### src/rtl/dmem_arbiter.sv
// Purpose : two-port (CPU / debug) arbiter and 3-state access sequencer for the data memory.
// Latency : request seen in IDLE at cycle N -> one ACC cycle -> ack in cycle N+2 (3 cycles per access).
// Backpressure: requesters hold req/we/addr/wdata until their one-cycle ack; cpu_stall mirrors a pending CPU access.
//
// Optional build macro: DMEM_ALIGN_CHK_EN -- when defined, a word access whose
// address is not 4-byte aligned is flagged as an error and never reaches the memory.
//
// Ports:
//   clk, rst_n                       clock (rising edge), asynchronous active-low reset
//   cpu_req/we/addr/wdata            CPU MEM-stage request (held until cpu_ack)
//   cpu_rdata/ack/err, cpu_stall     CPU response; cpu_stall = cpu_req & ~cpu_ack
//   dbg_req/we/addr/wdata            debug/loader request (held until dbg_ack)
//   dbg_rdata/ack/err                debug response
//   cs_ram, we, oe, d_addr, d_in     memory control/address/write-data pins (active in ACC only)
//   d_out                            memory read data, combinational from the memory
module dmem_arbiter #(
   parameter int WIDTH_D = 32,
   parameter int DEPTH_D = 256
) (
   input  logic               clk,
   input  logic               rst_n,
   input  logic               cpu_req,
   input  logic               cpu_we,
   input  logic [WIDTH_D-1:0] cpu_addr,
   input  logic [WIDTH_D-1:0] cpu_wdata,
   output logic [WIDTH_D-1:0] cpu_rdata,
   output logic               cpu_ack,
   output logic               cpu_err,
   output logic               cpu_stall,
   input  logic               dbg_req,
   input  logic               dbg_we,
   input  logic [WIDTH_D-1:0] dbg_addr,
   input  logic [WIDTH_D-1:0] dbg_wdata,
   output logic [WIDTH_D-1:0] dbg_rdata,
   output logic               dbg_ack,
   output logic               dbg_err,
   output logic               cs_ram,
   output logic               we,
   output logic               oe,
   output logic [WIDTH_D-1:0] d_addr,
   output logic [WIDTH_D-1:0] d_in,
   input  logic [WIDTH_D-1:0] d_out
);

   // Highest legal word base address.
   localparam logic [WIDTH_D-1:0] LP_MAX_ADDR = WIDTH_D'(DEPTH_D - 4);

   typedef enum logic [1:0] {
      ST_IDLE = 2'd0,
      ST_ACC  = 2'd1,
      ST_RESP = 2'd2
   } state_t;

   state_t             r_state;
   state_t             w_state_nxt;

   logic               r_rr_ptr;    // 0: CPU wins a tie, 1: debug wins a tie
   logic               r_owner;     // 0: CPU owns the access, 1: debug
   logic               r_we_l;
   logic               r_err_l;
   logic [WIDTH_D-1:0] r_addr_l;
   logic [WIDTH_D-1:0] r_wdata_l;
   logic [WIDTH_D-1:0] r_cpu_rdata;
   logic [WIDTH_D-1:0] r_dbg_rdata;

   logic               w_req_any;
   logic               w_gnt_dbg;
   logic               w_we_sel;
   logic [WIDTH_D-1:0] w_addr_sel;
   logic [WIDTH_D-1:0] w_wdata_sel;
   logic               w_err_sel;
   logic [WIDTH_D-1:0] w_rd_cap;

   // Arbitration: a lone request wins; on a tie the round-robin pointer decides.
   assign w_req_any   = cpu_req | dbg_req;
   assign w_gnt_dbg   = dbg_req & (~cpu_req | r_rr_ptr);
   assign w_we_sel    = w_gnt_dbg ? dbg_we    : cpu_we;
   assign w_addr_sel  = w_gnt_dbg ? dbg_addr  : cpu_addr;
   assign w_wdata_sel = w_gnt_dbg ? dbg_wdata : cpu_wdata;

`ifdef DMEM_ALIGN_CHK_EN
   assign w_err_sel = (w_addr_sel > LP_MAX_ADDR) | (w_addr_sel[1:0] != 2'b00);
`else
   assign w_err_sel = (w_addr_sel > LP_MAX_ADDR);
`endif

   // Only an error-free load returns memory data; writes and errors return zero.
   assign w_rd_cap = (~r_we_l & ~r_err_l) ? d_out : '0;

   // ------------------------------------------------------------------
   // State register
   // ------------------------------------------------------------------
   always_ff @(posedge clk or negedge rst_n) begin
      if (!rst_n) begin
         r_state <= ST_IDLE;
      end else begin
         r_state <= w_state_nxt;
      end
   end

   // ------------------------------------------------------------------
   // Next state and memory / response outputs
   // ------------------------------------------------------------------
   always_comb begin
      w_state_nxt = r_state;
      cs_ram      = 1'b0;
      we          = 1'b0;
      oe          = 1'b0;
      d_addr      = '0;
      d_in        = '0;
      cpu_ack     = 1'b0;
      cpu_err     = 1'b0;
      dbg_ack     = 1'b0;
      dbg_err     = 1'b0;
      case (r_state)
         ST_IDLE: begin
            if (w_req_any) begin
               w_state_nxt = ST_ACC;
            end
         end
         ST_ACC: begin
            cs_ram      = ~r_err_l;
            we          = r_we_l & ~r_err_l;
            oe          = ~r_we_l & ~r_err_l;
            d_addr      = r_addr_l;
            d_in        = r_wdata_l;
            w_state_nxt = ST_RESP;
         end
         ST_RESP: begin
            cpu_ack     = ~r_owner;
            cpu_err     = ~r_owner & r_err_l;
            dbg_ack     = r_owner;
            dbg_err     = r_owner & r_err_l;
            w_state_nxt = ST_IDLE;
         end
         default: begin
            w_state_nxt = ST_IDLE;
         end
      endcase
   end

   // ------------------------------------------------------------------
   // Request latch, round-robin pointer and read-data capture
   // ------------------------------------------------------------------
   always_ff @(posedge clk or negedge rst_n) begin
      if (!rst_n) begin
         r_rr_ptr    <= 1'b0;
         r_owner     <= 1'b0;
         r_we_l      <= 1'b0;
         r_err_l     <= 1'b0;
         r_addr_l    <= '0;
         r_wdata_l   <= '0;
         r_cpu_rdata <= '0;
         r_dbg_rdata <= '0;
      end else begin
         if ((r_state == ST_IDLE) && w_req_any) begin
            r_owner   <= w_gnt_dbg;
            r_we_l    <= w_we_sel;
            r_addr_l  <= w_addr_sel;
            r_wdata_l <= w_wdata_sel;
            r_err_l   <= w_err_sel;
            // Point at the port that just lost (or did not ask) so it wins the next tie.
            r_rr_ptr  <= ~w_gnt_dbg;
         end
         if (r_state == ST_ACC) begin
            if (r_owner) begin
               r_dbg_rdata <= w_rd_cap;
            end else begin
               r_cpu_rdata <= w_rd_cap;
            end
         end
      end
   end

   assign cpu_rdata = r_cpu_rdata;
   assign dbg_rdata = r_dbg_rdata;
   assign cpu_stall = cpu_req & ~cpu_ack;

endmodule

### config.mk
export PLATFORM = sky130hd
export DESIGN_NAME = dmem_arbiter
export DESIGN_NICKNAME = d
export VERILOG_FILES = /design/src/rtl/dmem_arbiter.sv
export SDC_FILE = /design/constraint.sdc
export NUM_CORES = 1
export LEC_CHECK = 0
export BUFFER_PORTS_ARGS = -buffer_cell sky130_fd_sc_hd__buf_2
export CAP_MARGIN = 25
export CORE_MARGIN = 2
export CORE_UTILIZATION = 45
export CTS_CLUSTER_DIAMETER = 200
export DETAILED_ROUTE_END_ITERATION = 12
export HOLD_SLACK_MARGIN = 0.12
export PLACE_DENSITY = 0.77
export SETUP_SLACK_MARGIN = 0.02
export SYNTH_ARGS = -nofsm -noshare
export SYNTH_HDL_FRONTEND = slang
export SYNTH_SLANG_ARGS = --single-unit
### constraint.sdc
create_clock -name clk -period 3.8 [get_ports clk]
set_clock_uncertainty 0.15 [all_clocks]
set_input_delay 0.38 -clock clk [delete_from_list [all_inputs] [get_ports clk]]
set_output_delay 0.38 -clock clk [all_outputs]
set_load 0.01 [all_outputs]
==> metrics.yaml <==
cp_max_fo: 48
hp-class: "in2reg"
nets: 1318
core_um2: 13200
post-route-util_pct: 75.2
start_util_pct: 46.0
cts-root-buf: "clkbuf_16"
ys_seq_area_share_pct: 55.0
clock_path_buffers: 2
cts_setup_buffers: 0
cts_made_buffers: 17
hold_viol: 0
p_per_area_nw_per_um2: 684
grt_max_degree: 113
crit_required_ns: 3.27
slowest_delay_ns: 0.48
vias: 7075
worstMarginPinSlew_ns: 1.00
layout_commonest_cell: "buf_2"
tritoncts: "done"
diodes: 0
via_per_inst: 5.28
io_buffer_count: 301
synth_flop_cell: "dfrtp_1"
p_leak_nw: 4.92
arrival_ns: 2.29
drcViolationCount: 0
clock_latency_ns: 0.41
fmax_mhz: 354
grtUsageTotal_pct: 31.5
yosys_warnings: 0
cts_hold_buf: 158
gp_congestion: 0.874
period_share_pct: 74.2
synth-edff-count: 0
grt_pass1_wl_um: 35800
antenna_found_initial: 0
grt_pass1_vias: 7107
ys_async_sr_fraction_pct: 100
io_pins: 302
synth_nets: 885
crit_type: "reg2out"
maxCapViolations: 0
wl_um: 22900
crit_path_start_kind: "flip-flop"
slew_viol_final: 0
cp-end-kind: "output pin"
syn-instance-count: 719
firstDrtPassIters: 5
dpl.hpwl_um: 13300
relSlewSlack_pct: 33.0
fin_tns_setup_ns: 0
crit_slowest_cell: "buf_4"
setup_viol: 0
run_status: "complete, no violations"
vdd_ir_drop_max_v: 0.000397
die_area_um2: 14500
crit_chain: "nand2b_1 > inv_1 > buf_4 > and2_1 > buf_2"
rows: 42
syn_area_um2: 6090
die-width_um: 120
ys_seq_elements: 134
yosys.cell_types.count: 30
grt_overflow: 0
final_cell_mix: "300 x buf_2, 227 x nand2_1, 158 x dlygate4sd3_1"
die_y_um: 120
wire_per_inst_um: 17.1
cts.sinks: 134
drt_iter0_markers: 540
path_clk_slew_ns: 0.06
antenna_left: 0
syn_to_final_growth_pct: 63.4
syn_area_per_cell_um2: 8.47
htreeDepth: 4
period_minus_slack_ns: 2.82
drive_gt1_share_pct: 30.0
rsz0062_at_grt: "false"
postCtsResizedCells: 0
==> synth_stat cells (all sizes together) (2+ instances only) <==
cell type / instances / area share, %
o21a: 3 / 0.37
nor3: 3 / 0.33
or4: 2 / 0.31
nand2b: 3 / 0.31
o211ai: 2 / 0.25
nor4: 8 / 0.92
dfrtp: 134 / 55
nor2: 70 / 4.3
a21oi: 2 / 0.16
nand2: 229 / 14
a31oi: 64 / 6.6
clkbuf: 39 / 2.4
buf: 14 / 1.1
and2: 68 / 7.0
o21ai: 66 / 5.4
nand4: 3 / 0.31
==> sequential cells by signal, indices dropped and copies added, names as in the netlist <==
signal	cells
dbg_rdata	32
r_owner	1
r_wdata_l	32
r_err_l	1
r_rr_ptr	1
r_state	2
r_addr_l	32
cpu_rdata	32
r_we_l	1
==> worst max-delay path, delay by kind of cell, from the launching register on <==
kind / cells / cell delay (ns)
AND/OR/NAND/NOR: 2 / 0.41
buffers and inverters: 3 / 1.05
flip-flops: 1 / 0.39
==> stage by stage <==
stage	instances	hold slack (ns)	setup slack, ns	power, mW	instance area (um2)
final	1340	0.140	0.979	6.81	9960
after detailed placement	1150	0.265	1.33	4.10	7710
after CTS	1339	0.123	0.941	6.63	9940
after global placement	1150	0.264	1.44	4.06	7710
after floorplan	719	-0.0656	2.01	3.35	6090
after global routing	1340	0.141	0.814	7.17	9960
==> final cells by class <==
cell class | instances | area (um2)
inverters | 1 | 3.75
multi-input cells | 531 | 2540
clock inverters | 12 | 201
repair buffers | 467 | 3190
well taps | 176 | 220
fillers | 864 | 3290
flip-flops and latches | 134 | 3350
clock buffers | 19 | 443
==> routing by layer <==
metal	wire length [um]	share of wire, %	GRT usage [%]
met1	8460	37	36.9
met2	11200	49	53.5
met3	2200	9.6	8.21
met4	1030	4.5	15.8
met5	0	0	0
==> final timing paths <==
kind,start,slack [ns],depth (start not counted),end
max in group asynchronous,rst_n,2.32,3,r_addr_l[23]$_DFFE_PN0P_
worst max-delay path,r_state[1]$_DFFE_PN0P_,0.98,5,d_addr[19]
worst min register to register,dbg_rdata[13]$_DFFE_PN0P_,0.32,2,dbg_rdata[13]$_DFFE_PN0P_
worst min-delay path,d_out[29],0.14,3,cpu_rdata[29]$_DFFE_PN0P_
min in group asynchronous,rst_n,0.37,2,cpu_rdata[18]$_DFFE_PN0P_
worst max register to register,r_rr_ptr$_DFFE_PN0P_,1.02,7,r_wdata_l[14]$_DFFE_PN0P_
==> kinds of logic after synthesis <==
logic type      Yosys count  share of synthesized area [%]
simple gates            391                           28.2
compound gates          139                           13.1
flops                   134                           55.0
buf+inv                  54                           3.53
mux                       1                          0.185
==> report_power, final <==
| group | switching [mW] | total (mW) | internal [mW] |
|---|---|---|---|
| clock network | 0.629 | 1.81 | 1.18 |
| logic | 1.49 | 2.93 | 1.44 |
| registers | 0.242 | 2.07 | 1.83 |
Note: power is estimated with default switching activity, not from simulation.
